**src/rtl/mu0_pkg.sv**
```systemverilog
// Shared MU0 definitions: arbiter state encoding, default bus widths and port ids.
package mu0_pkg;

    localparam int MU0_ADDR_W = 12;
    localparam int MU0_DATA_W = 16;

    localparam logic PORT_CPU = 1'b0;
    localparam logic PORT_DBG = 1'b1;

    typedef enum logic [1:0] {
        IDLE   = 2'd0,
        GRANT  = 2'd1,
        ACCESS = 2'd2,
        DONE   = 2'd3
    } arb_state_e;

endpackage

```
**src/rtl/mu0_mem_arbiter_rr_pick2.sv**
```systemverilog
// Two-way round-robin selector: on contention the port not granted last wins.
module rr_pick2
    import mu0_pkg::*;
(
    input  logic [1:0] eligible_i,
    input  logic       last_i,
    output logic       winner_o,
    output logic       valid_o
);

    // Winner selection from the eligibility vector and last-grant pointer.
    always_comb begin
        winner_o = PORT_CPU;
        valid_o  = 1'b0;
        case (eligible_i)
            2'b01: begin
                winner_o = PORT_CPU;
                valid_o  = 1'b1;
            end
            2'b10: begin
                winner_o = PORT_DBG;
                valid_o  = 1'b1;
            end
            2'b11: begin
                winner_o = ~last_i;
                valid_o  = 1'b1;
            end
            default: begin
                winner_o = PORT_CPU;
                valid_o  = 1'b0;
            end
        endcase
    end

endmodule

```
**src/rtl/mu0_mem_arbiter.sv**
```systemverilog
// Shares the MU0 single-port memory between the CPU (port 0) and the debug/loader port (port 1).
module mu0_mem_arbiter
    import mu0_pkg::*;
#(
    parameter int ADDR_W  = MU0_ADDR_W,
    parameter int DATA_W  = MU0_DATA_W,
    parameter int TIMEOUT = 15
) (
    input  logic              clk_i,
    input  logic              rst_i,
    input  logic              p0_req_i,
    input  logic              p0_rnw_i,
    input  logic [ADDR_W-1:0] p0_addr_i,
    input  logic [DATA_W-1:0] p0_wdata_i,
    input  logic              p1_req_i,
    input  logic              p1_rnw_i,
    input  logic [ADDR_W-1:0] p1_addr_i,
    input  logic [DATA_W-1:0] p1_wdata_i,
    input  logic              p1_lock_i,
    output logic              p0_ack_o,
    output logic [DATA_W-1:0] p0_rdata_o,
    output logic              p0_err_o,
    output logic              p1_ack_o,
    output logic [DATA_W-1:0] p1_rdata_o,
    output logic              p1_err_o,
    output logic              mem_rq_o,
    output logic              mem_rnw_o,
    output logic [ADDR_W-1:0] mem_addr_o,
    output logic [DATA_W-1:0] mem_wdata_o,
    input  logic [DATA_W-1:0] mem_rdata_i,
    input  logic              mem_rdy_i,
    output logic              busy_o
);

    localparam int CNT_W = $clog2(TIMEOUT + 1);
    localparam logic [CNT_W-1:0] CNT_LAST = CNT_W'(TIMEOUT - 1);
    localparam logic [CNT_W-1:0] CNT_MAX  = CNT_W'(TIMEOUT);

    arb_state_e        state_q, state_d;
    logic              owner_q, owner_d;
    logic              last_q, last_d;
    logic [CNT_W-1:0]  cnt_q, cnt_d;
    logic              mem_rq_q, mem_rq_d;
    logic              mem_rnw_q, mem_rnw_d;
    logic [ADDR_W-1:0] mem_addr_q, mem_addr_d;
    logic [DATA_W-1:0] mem_wdata_q, mem_wdata_d;
    logic              p0_ack_q, p0_ack_d, p1_ack_q, p1_ack_d;
    logic              p0_err_q, p0_err_d, p1_err_q, p1_err_d;
    logic [DATA_W-1:0] p0_rdata_q, p0_rdata_d, p1_rdata_q, p1_rdata_d;
    logic              busy_q, busy_d;

    logic [1:0]        elig;
    logic              pick_port;
    logic              pick_valid;

    // The lock masks only the CPU request, and only matters at selection time.
    assign elig = {p1_req_i, p0_req_i & ~p1_lock_i};

    rr_pick2 u_pick (
        .eligible_i (elig),
        .last_i     (last_q),
        .winner_o   (pick_port),
        .valid_o    (pick_valid)
    );

    // Next-state, datapath and registered-output computation.
    always_comb begin
        state_d     = state_q;
        owner_d     = owner_q;
        last_d      = last_q;
        cnt_d       = cnt_q;
        mem_rq_d    = mem_rq_q;
        mem_rnw_d   = mem_rnw_q;
        mem_addr_d  = mem_addr_q;
        mem_wdata_d = mem_wdata_q;
        p0_rdata_d  = p0_rdata_q;
        p1_rdata_d  = p1_rdata_q;
        busy_d      = busy_q;
        p0_ack_d    = 1'b0;
        p1_ack_d    = 1'b0;
        p0_err_d    = 1'b0;
        p1_err_d    = 1'b0;

        case (state_q)
            IDLE: begin
                if (pick_valid) begin
                    owner_d = pick_port;
                    if (pick_port == PORT_DBG) begin
                        mem_rnw_d   = p1_rnw_i;
                        mem_addr_d  = p1_addr_i;
                        mem_wdata_d = p1_wdata_i;
                    end else begin
                        mem_rnw_d   = p0_rnw_i;
                        mem_addr_d  = p0_addr_i;
                        mem_wdata_d = p0_wdata_i;
                    end
                    busy_d  = 1'b1;
                    state_d = GRANT;
                end else begin
                    busy_d  = 1'b0;
                    state_d = IDLE;
                end
            end
            GRANT: begin
                mem_rq_d = 1'b1;
                cnt_d    = {CNT_W{1'b0}};
                busy_d   = 1'b1;
                state_d  = ACCESS;
            end
            ACCESS: begin
                if (mem_rdy_i || (cnt_q >= CNT_LAST)) begin
                    // Completion and timeout share the exit; only a successful read loads rdata.
                    mem_rq_d = 1'b0;
                    busy_d   = 1'b0;
                    state_d  = DONE;
                    if (owner_q == PORT_DBG) begin
                        p1_ack_d = 1'b1;
                        p1_err_d = ~mem_rdy_i;
                        if (mem_rdy_i && mem_rnw_q) begin
                            p1_rdata_d = mem_rdata_i;
                        end else begin
                            p1_rdata_d = p1_rdata_q;
                        end
                    end else begin
                        p0_ack_d = 1'b1;
                        p0_err_d = ~mem_rdy_i;
                        if (mem_rdy_i && mem_rnw_q) begin
                            p0_rdata_d = mem_rdata_i;
                        end else begin
                            p0_rdata_d = p0_rdata_q;
                        end
                    end
                end else begin
                    busy_d = 1'b1;
                    if (cnt_q != CNT_MAX) begin
                        cnt_d = cnt_q + CNT_W'(1);
                    end else begin
                        cnt_d = cnt_q;
                    end
                end
            end
            DONE: begin
                last_d  = owner_q;
                busy_d  = 1'b0;
                state_d = IDLE;
            end
            default: begin
                mem_rq_d = 1'b0;
                busy_d   = 1'b0;
                state_d  = IDLE;
            end
        endcase
    end

    // State and output registers; reset leaves last-grant on port 1 so port 0 wins first.
    always_ff @(posedge clk_i or posedge rst_i) begin
        if (rst_i) begin
            state_q     <= IDLE;
            owner_q     <= PORT_CPU;
            last_q      <= PORT_DBG;
            cnt_q       <= {CNT_W{1'b0}};
            mem_rq_q    <= 1'b0;
            mem_rnw_q   <= 1'b1;
            mem_addr_q  <= {ADDR_W{1'b0}};
            mem_wdata_q <= {DATA_W{1'b0}};
            p0_ack_q    <= 1'b0;
            p1_ack_q    <= 1'b0;
            p0_err_q    <= 1'b0;
            p1_err_q    <= 1'b0;
            p0_rdata_q  <= {DATA_W{1'b0}};
            p1_rdata_q  <= {DATA_W{1'b0}};
            busy_q      <= 1'b0;
        end else begin
            state_q     <= state_d;
            owner_q     <= owner_d;
            last_q      <= last_d;
            cnt_q       <= cnt_d;
            mem_rq_q    <= mem_rq_d;
            mem_rnw_q   <= mem_rnw_d;
            mem_addr_q  <= mem_addr_d;
            mem_wdata_q <= mem_wdata_d;
            p0_ack_q    <= p0_ack_d;
            p1_ack_q    <= p1_ack_d;
            p0_err_q    <= p0_err_d;
            p1_err_q    <= p1_err_d;
            p0_rdata_q  <= p0_rdata_d;
            p1_rdata_q  <= p1_rdata_d;
            busy_q      <= busy_d;
        end
    end

    assign p0_ack_o    = p0_ack_q;
    assign p1_ack_o    = p1_ack_q;
    assign p0_err_o    = p0_err_q;
    assign p1_err_o    = p1_err_q;
    assign p0_rdata_o  = p0_rdata_q;
    assign p1_rdata_o  = p1_rdata_q;
    assign mem_rq_o    = mem_rq_q;
    assign mem_rnw_o   = mem_rnw_q;
    assign mem_addr_o  = mem_addr_q;
    assign mem_wdata_o = mem_wdata_q;
    assign busy_o      = busy_q;

endmodule

```
**config.mk**
```make
export PLATFORM = sky130hd
export DESIGN_NAME = mu0_mem_arbiter
export DESIGN_NICKNAME = d
export VERILOG_FILES = /design/src/rtl/mu0_pkg.sv /design/src/rtl/mu0_mem_arbiter_rr_pick2.sv /design/src/rtl/mu0_mem_arbiter.sv
export SDC_FILE = /design/constraint.sdc
export NUM_CORES = 1
export LEC_CHECK = 0
export BUFFER_PORTS_ARGS = -buffer_cell sky130_fd_sc_hd__buf_4
export CORE_MARGIN = 2
export CORE_UTILIZATION = 50
export CTS_BUF_LIST = sky130_fd_sc_hd__clkbuf_8
export CTS_CLUSTER_DIAMETER = 30
export DETAILED_ROUTE_END_ITERATION = 12
export PLACE_DENSITY = 0.82
export SYNTH_ARGS = -nofsm -noshare
export SYNTH_HDL_FRONTEND = slang
export SYNTH_SLANG_ARGS = --single-unit
```
**constraint.sdc**
```tcl
create_clock -name clk_i -period 2.7 [get_ports clk_i]
set_input_delay 0.54 -clock clk_i [delete_from_list [all_inputs] [get_ports clk_i]]
set_output_delay 0.54 -clock clk_i [all_outputs]
set_load 0.03 [all_outputs]
```
==> results of run 1 <==
cell usage after synthesis, types with 2 or more instances:
library cell and instances:
nand3_1 3, clkbuf_1 19, o21ai_1 15, nand4_2 2
mux2_1 33, o21ai_0 19, mux2i_1 2, nand2b_1 3
a22oi_1 28, inv_1 34, buf_2 10, dfstp_2 2
nor3_1 2, o221a_1 28, nor2b_1 2, ha_1 7
dfrtp_1 73, nand2_1 33, a31oi_1 2, nor2_1 4
kinds of logic after synthesis:
logic type               Yosys count  share of synthesized area
flip-flops                        75                      0.515
AND/OR/NAND/NOR                   52                     0.0665
multiplexers                      36                      0.110
adder cells (fa/ha/maj)            7                     0.0240
AO/OA/AOI/OAI                    101                      0.215
buffers and inverters             64                     0.0692
routing by layer:
metal  track usage  wire [um]
met5             0          0
met4        0.0611         51
met3        0.0683        789
met2         0.368       4310
met1         0.284       3870
sequential cells by signal, summed over array words and instances (netlist names):
name	flops
state_q	2
p0_rdata_o	16
busy_o	1
mem_wdata_o	16
mem_rnw_o	1
last_q	1
owner_q	1
p1_rdata_o	16
p1_ack_o	1
mem_rq_o	1
cnt_q	4
p0_err_o	1
mem_addr_o	12
p0_ack_o	1
p1_err_o	1
path summary, 6_finish.rpt:
path	cells past startpoint	slack, ps	endpoint	start
min reg2reg	1	490	p1_rdata_o[12]	p1_rdata_o[12]
max	4	680	p1_rdata_o[14]	state_q[0]
min	2	240	mem_wdata_o[8]	rst_i
max in group asynchronous	3	1770	mem_rnw_o	rst_i
max reg2reg	4	680	p1_rdata_o[14]	state_q[0]
min in group clk_i	2	410	p0_err_o	mem_rdy_i
cell type report:
| cell class | count | area (um2) | share of cell area |
|---|---|---|---|
| Sequential cell | 75 | 1880 | 0.371 |
| Tap cell | 99 | 124 | 0.0245 |
| Clock buffer | 9 | 124 | 0.0245 |
| Timing Repair Buffer | 153 | 1160 | 0.229 |
| Clock inverter | 7 | 116 | 0.0230 |
| Multi-Input combinational cell | 196 | 1530 | 0.301 |
| Inverter | 35 | 131 | 0.0260 |
power by group:
part / internal, mW / switching (mW) / total, mW
Combinational: 1.24 / 1.81 / 3.04
Clock: 0.614 / 0.412 / 1.03
Sequential: 1.67 / 0.338 / 2.00
==> flow_summary.yaml, run 1 <==
run_status:
  status: "complete, no violations"
power_and_ir_drop:
  vdd_ir_drop_max_uv: 555
  power.leakage_nw: 2.53
  pd_cells_nw_per_um2: 1200
  power_mw: 6.07
place:
  placedInstanceArea_um2: 4820
  placement.setup.worst_slack_ps: 499
  post-dp-hpwl_um: 6650
  port_bufs: 146
  final_wtd_congestion: 0.837
  place.detailed.instances: 558
cells_and_area:
  p_r_area_growth_vs_syn_pct: 38.7
  most-common-layout-cells: "152 x buf_4, 73 x dfrtp_1, 34 x inv_1"
  mostFrequentLayoutCell: "buf_4"
  layout.cells.non_filler: 574
  antenna_cells: 0
  final_cell_utilization_of_the_core: 0.705
  net_count_reported_at_finish: 557
  fillCellCount: 508
  fin_area_um2: 5060
  drive_gt1_frac: 0.375
min_path:
  worst_hold_path_type: "input pin to async pin"
logic_synthesis:
  synth.lib_cells_used.distinct: 34
  post_synth.cell_area_avg_um2: 10.9
  postSynth.asyncResetShare: 1.00
  synth_area_um2: 3650
  ys_seq_area_frac: 0.515
  synth_enable_flop_cells: 0
  synth_area_leaders: "dfrtp_1 50%, mux2_1 10%, o221a_1 8.6%"
  synthesized_net_count: 422
  number_of_synthesis_warnings: 0
  synth-main-ff-cell: "dfrtp_1"
  synthDominantCellAreaShare: 0.501
  count_of_state_elements_after_synthesis: 75
  synthesis.instances: 335
  synth.largest_area_cell: "dfrtp_1"
cts:
  count_of_hold_buffers_inserted_by_post_cts_repair: 0
  cts.sinks: 75
  insertion_delay_ps: 340
  tritoncts: "yes"
  cts.reportedPaths.clkPinSlew_ps: 80
  cts_setup_buffers: 0
  cts_resized: 0
  number_of_buffers_inserted_during_clock_tree_synthesis: 9
  h-tree-depth: 3
  cts_root_buf: "clkbuf_8"
  clock_tree.buffer_depth: 2
sta:
  max_freq_mhz: 495
  final_min_period_over_clock_period: 0.748
  finalCriticalPeriod_ps: 2020
  fin_hold_ws_ps: 239
  maxSlewViolCount: 0
  grt_setup_unrepaired: "no"
  final-setup-viol-count: 0
  setup_total_negative_slack_ps: 0
  timing_worst_slew_pin_value_ps: 1260
  worst_rel_slew_slack: 0.160
  fin_skew_ps: 8.73
  finalWorstSetupSlack_ps: 681
  timing_hold_violations_final: 0
worst_setup_path:
  cp_num_buf_inv: 1
  worst_setup_path_start_kind: "flop"
  worst_ep_arrival_time_ps: 2230
  critPathMaxStageDelay_ps: 530
  critical_path.endpoint_type: "flop"
  critical_path_class: "flop to flop"
  crit_path_max_fo: 16
  critical-path-top-delay-family: "simple AND/OR/NAND/NOR gates"
  required_ps: 2910
  critical_path.slowest_cell: "nand4_2"
  cp_cell_sequence: "inv_1 > ha_1 > nand4_2 > mux2_1"
global_route:
  gr-total-overflow: 0
  grt_start_max_net_pins: 54
  grt_pass1_wl_um: 13600
  initial_antenna_violation_count: 0
  first_global_vias: 2868
  global_route.usage.total: 0.222
floorplanning:
  die_area_um2: 8000
  start_util: 0.509
  die_h_um: 89.4
  num_rows: 31
  floorplan.core_area_um2: 7180
  die_w_um: 89.4
  floorplan.io_pins: 147
routing:
  wire_per_inst_um: 15.7
  via_count: 3097
  via_per_inst: 5.40
  drt-total-wl_um: 9020
  detail_route.drc_violations: 0
  drt_iter0_drc: 158
  drtPass1Iterations: 5
  ant_nets: 0
run:
  maxCapViolations: 0
Note: power is estimated with default switching activity, not from simulation.
==> run 2, diff against run 1 <==
--- a/config.mk
+++ b/config.mk
@@ -5,6 +5,7 @@
 export SDC_FILE = /design/constraint.sdc
 export NUM_CORES = 1
 export LEC_CHECK = 0
+export ABC_AREA = 1
 export BUFFER_PORTS_ARGS = -buffer_cell sky130_fd_sc_hd__buf_4
 export CORE_MARGIN = 2
 export CORE_UTILIZATION = 50
==> constraint.sdc (replaced) <==
create_clock -name clk_i -period 1.9 [get_ports clk_i]
set_input_delay 0.38 -clock clk_i [delete_from_list [all_inputs] [get_ports clk_i]]
set_output_delay 0.38 -clock clk_i [all_outputs]
set_load 0.03 [all_outputs]
==> flow_summary.yaml, run 2 <==
cts:
  insertion_delay_ps: 340
  cts_resized: 0
  number_of_buffers_inserted_during_clock_tree_synthesis: 9
  cts_root_buf: "clkbuf_8"
  tritoncts: "yes"
  cts.sinks: 75
  h-tree-depth: 3
  clock_tree.buffer_depth: 2
  cts_setup_buffers: 0
  cts.reportedPaths.clkPinSlew_ps: 80
  count_of_hold_buffers_inserted_by_post_cts_repair: 0
routing:
  drt_iter0_drc: 91
  drt-total-wl_um: 7950
  ant_nets: 0
  via_per_inst: 4.63
  dr_wl_met2_um: 3850
  met1Wirelength_um: 3210
  highest_layer: "met4"
  via_count: 3122
  met3_wirelength_um: 733
  detail_route.drc_violations: 0
  wire_per_inst_um: 11.8
  drtPass1Iterations: 4
global_route:
  initial_antenna_violation_count: 0
  first_global_vias: 2840
  grt_pass1_wl_um: 12400
  global_route.usage.total: 0.201
  grt_start_max_net_pins: 76
  gr-total-overflow: 0
place:
  post-dp-hpwl_um: 5880
  place.detailed.instances: 658
  placedInstanceArea_um2: 4760
  placement.setup.worst_slack_ps: 262
  port_bufs: 146
  final_wtd_congestion: 0.782
cells_and_area:
  p_r_area_growth_vs_syn_pct: 36.0
  antenna_cells: 0
  final_cell_utilization_of_the_core: 0.693
  drive_gt1_frac: 0.377
  layout.cells.non_filler: 674
  fin_area_um2: 4950
  most-common-layout-cells: "147 x nand2_1, 147 x buf_4, 73 x dfrtp_1"
  fillCellCount: 596
  net_count_reported_at_finish: 657
logic_synthesis:
  number_of_synthesis_warnings: 0
  ys_seq_area_frac: 0.517
  synth_area_in_compound_gates: 0.132
  combinational_family_with_the_most_area_after_synthesis: "simple AND/OR/NAND/NOR gates"
  synthesis.instances: 428
  yosys.area_share.adder: 0.0241
  synthesized_net_count: 515
  synth_most_common_cell: "nand2_1"
  synthXorXnorAreaFrac: 0.00482
  synthDominantCellAreaShare: 0.502
  count_of_state_elements_after_synthesis: 75
  synth-main-ff-cell: "dfrtp_1"
  synth_area_um2: 3640
  netlist_top_cells_count: "148 x nand2_1, 73 x dfrtp_1, 62 x inv_1"
  synth_enable_flop_cells: 0
  synth_area_leaders: "dfrtp_1 50%, nand2_1 15%, o21ai_2 9.4%"
  synthMuxAreaShare: 0
  synth.largest_area_cell: "dfrtp_1"
  postSynth.asyncResetShare: 1.00
  post_synth.cell_area_avg_um2: 8.50
  synth_simple_gate_area_frac: 0.215
  synth.lib_cells_used.distinct: 24
sta:
  grt_setup_unrepaired: "no"
  final_min_period_over_clock_period: 0.862
  timing_hold_violations_final: 0
  finalCriticalPeriod_ps: 1640
  finalWorstSetupSlack_ps: 262
  maxSlewViolCount: 0
  setup_total_negative_slack_ps: 0
  max_freq_mhz: 610
  worst_rel_slew_slack: 0.734
  final-setup-viol-count: 0
  fin_hold_ws_ps: 141
  fin_skew_ps: 12.4
  timing_worst_slew_pin_value_ps: 399
worst_setup_path:
  required_ps: 2120
  critical_path.endpoint_type: "flop"
  worst_ep_arrival_time_ps: 1860
  cp_cell_sequence: "inv_1 > ha_1 > inv_2 > nor2_8 > nand2_4 > nand2_1 > o21ai_2"
  crit_path_max_fo: 32
  worst_setup_path_start_kind: "flop"
  critPathMaxStageDelay_ps: 410
  critical_path.slowest_cell: "dfrtp_1"
  critical_path_class: "flop to flop"
run:
  maxCapViolations: 0
floorplanning:
  start_util: 0.510
  floorplan.io_pins: 147
  floorplan.core_area_um2: 7140
  num_rows: 31
  die_h_um: 89.3
  die_w_um: 89.3
  die_area_um2: 7970
power_and_ir_drop:
  vdd_ir_drop_max_uv: 883
  power.leakage_nw: 2.78
  pd_cells_nw_per_um2: 1600
  power_mw: 7.94
min_path:
  worst_hold_path_type: "input pin to async pin"
run_status:
  status: "complete, no violations"
[run 2: final cells by class]
cell class | count | area, um2 | area share
Clock buffer | 9 | 124 | 0.0250
Clock inverter | 7 | 60.1 | 0.0121
Inverter | 64 | 245 | 0.0496
Multi-Input combinational cell | 271 | 1370 | 0.277
Sequential cell | 75 | 1880 | 0.380
Tap cell | 99 | 124 | 0.0250
Timing Repair Buffer | 149 | 1140 | 0.231
[run 2: power breakdown]
group | internal (mW) | leakage (nW) | total, mW | switching, mW
clock network | 0.493 | 0.0844 | 1.12 | 0.626
registers | 2.31 | 0.945 | 2.75 | 0.445
logic | 1.49 | 1.76 | 4.07 | 2.57
[run 2: routing by layer]
layer,global-route usage,vias up
met5,0,-
met4,0.0855,0
met3,0.0619,16
met2,0.341,125
met1,0.236,1401
li1,-,1580
[run 2: logic make-up after synthesis]
| logic type | count (synthesis) |
|---|---|
| xor+xnor | 2 |
| simple gates | 195 |
| compound gates | 67 |
| flops | 75 |
| fa+ha+maj | 7 |
| buf+inv | 82 |
[run 2: path summary, 6_finish.rpt]
kind | start | end | slack [ps] | cells after the start
setup / recovery | state_q[0] | p1_rdata_o[7] | 260 | 7
hold / removal | rst_i | mem_rq_o | 140 | 3
setup reg to reg | state_q[0] | p1_rdata_o[7] | 260 | 7
hold reg to reg | p1_rdata_o[9] | p1_rdata_o[9] | 490 | 2
max in group asynchronous | rst_i | mem_rnw_o | 1440 | 3
min in group clk_i | mem_rdy_i | p0_err_o | 210 | 2
[run 2: worst max-delay path: cells and delay by family, from the launching register on]
| family | cells | cell delay [ps] |
|---|---|---|
| and+or+nand+nor | 3 | 550 |
| buffers and inverters | 2 | 240 |
| DFF | 1 | 410 |
| adders and majority gates | 1 | 260 |
| AOI/OAI and AO/OA | 1 | 60 |
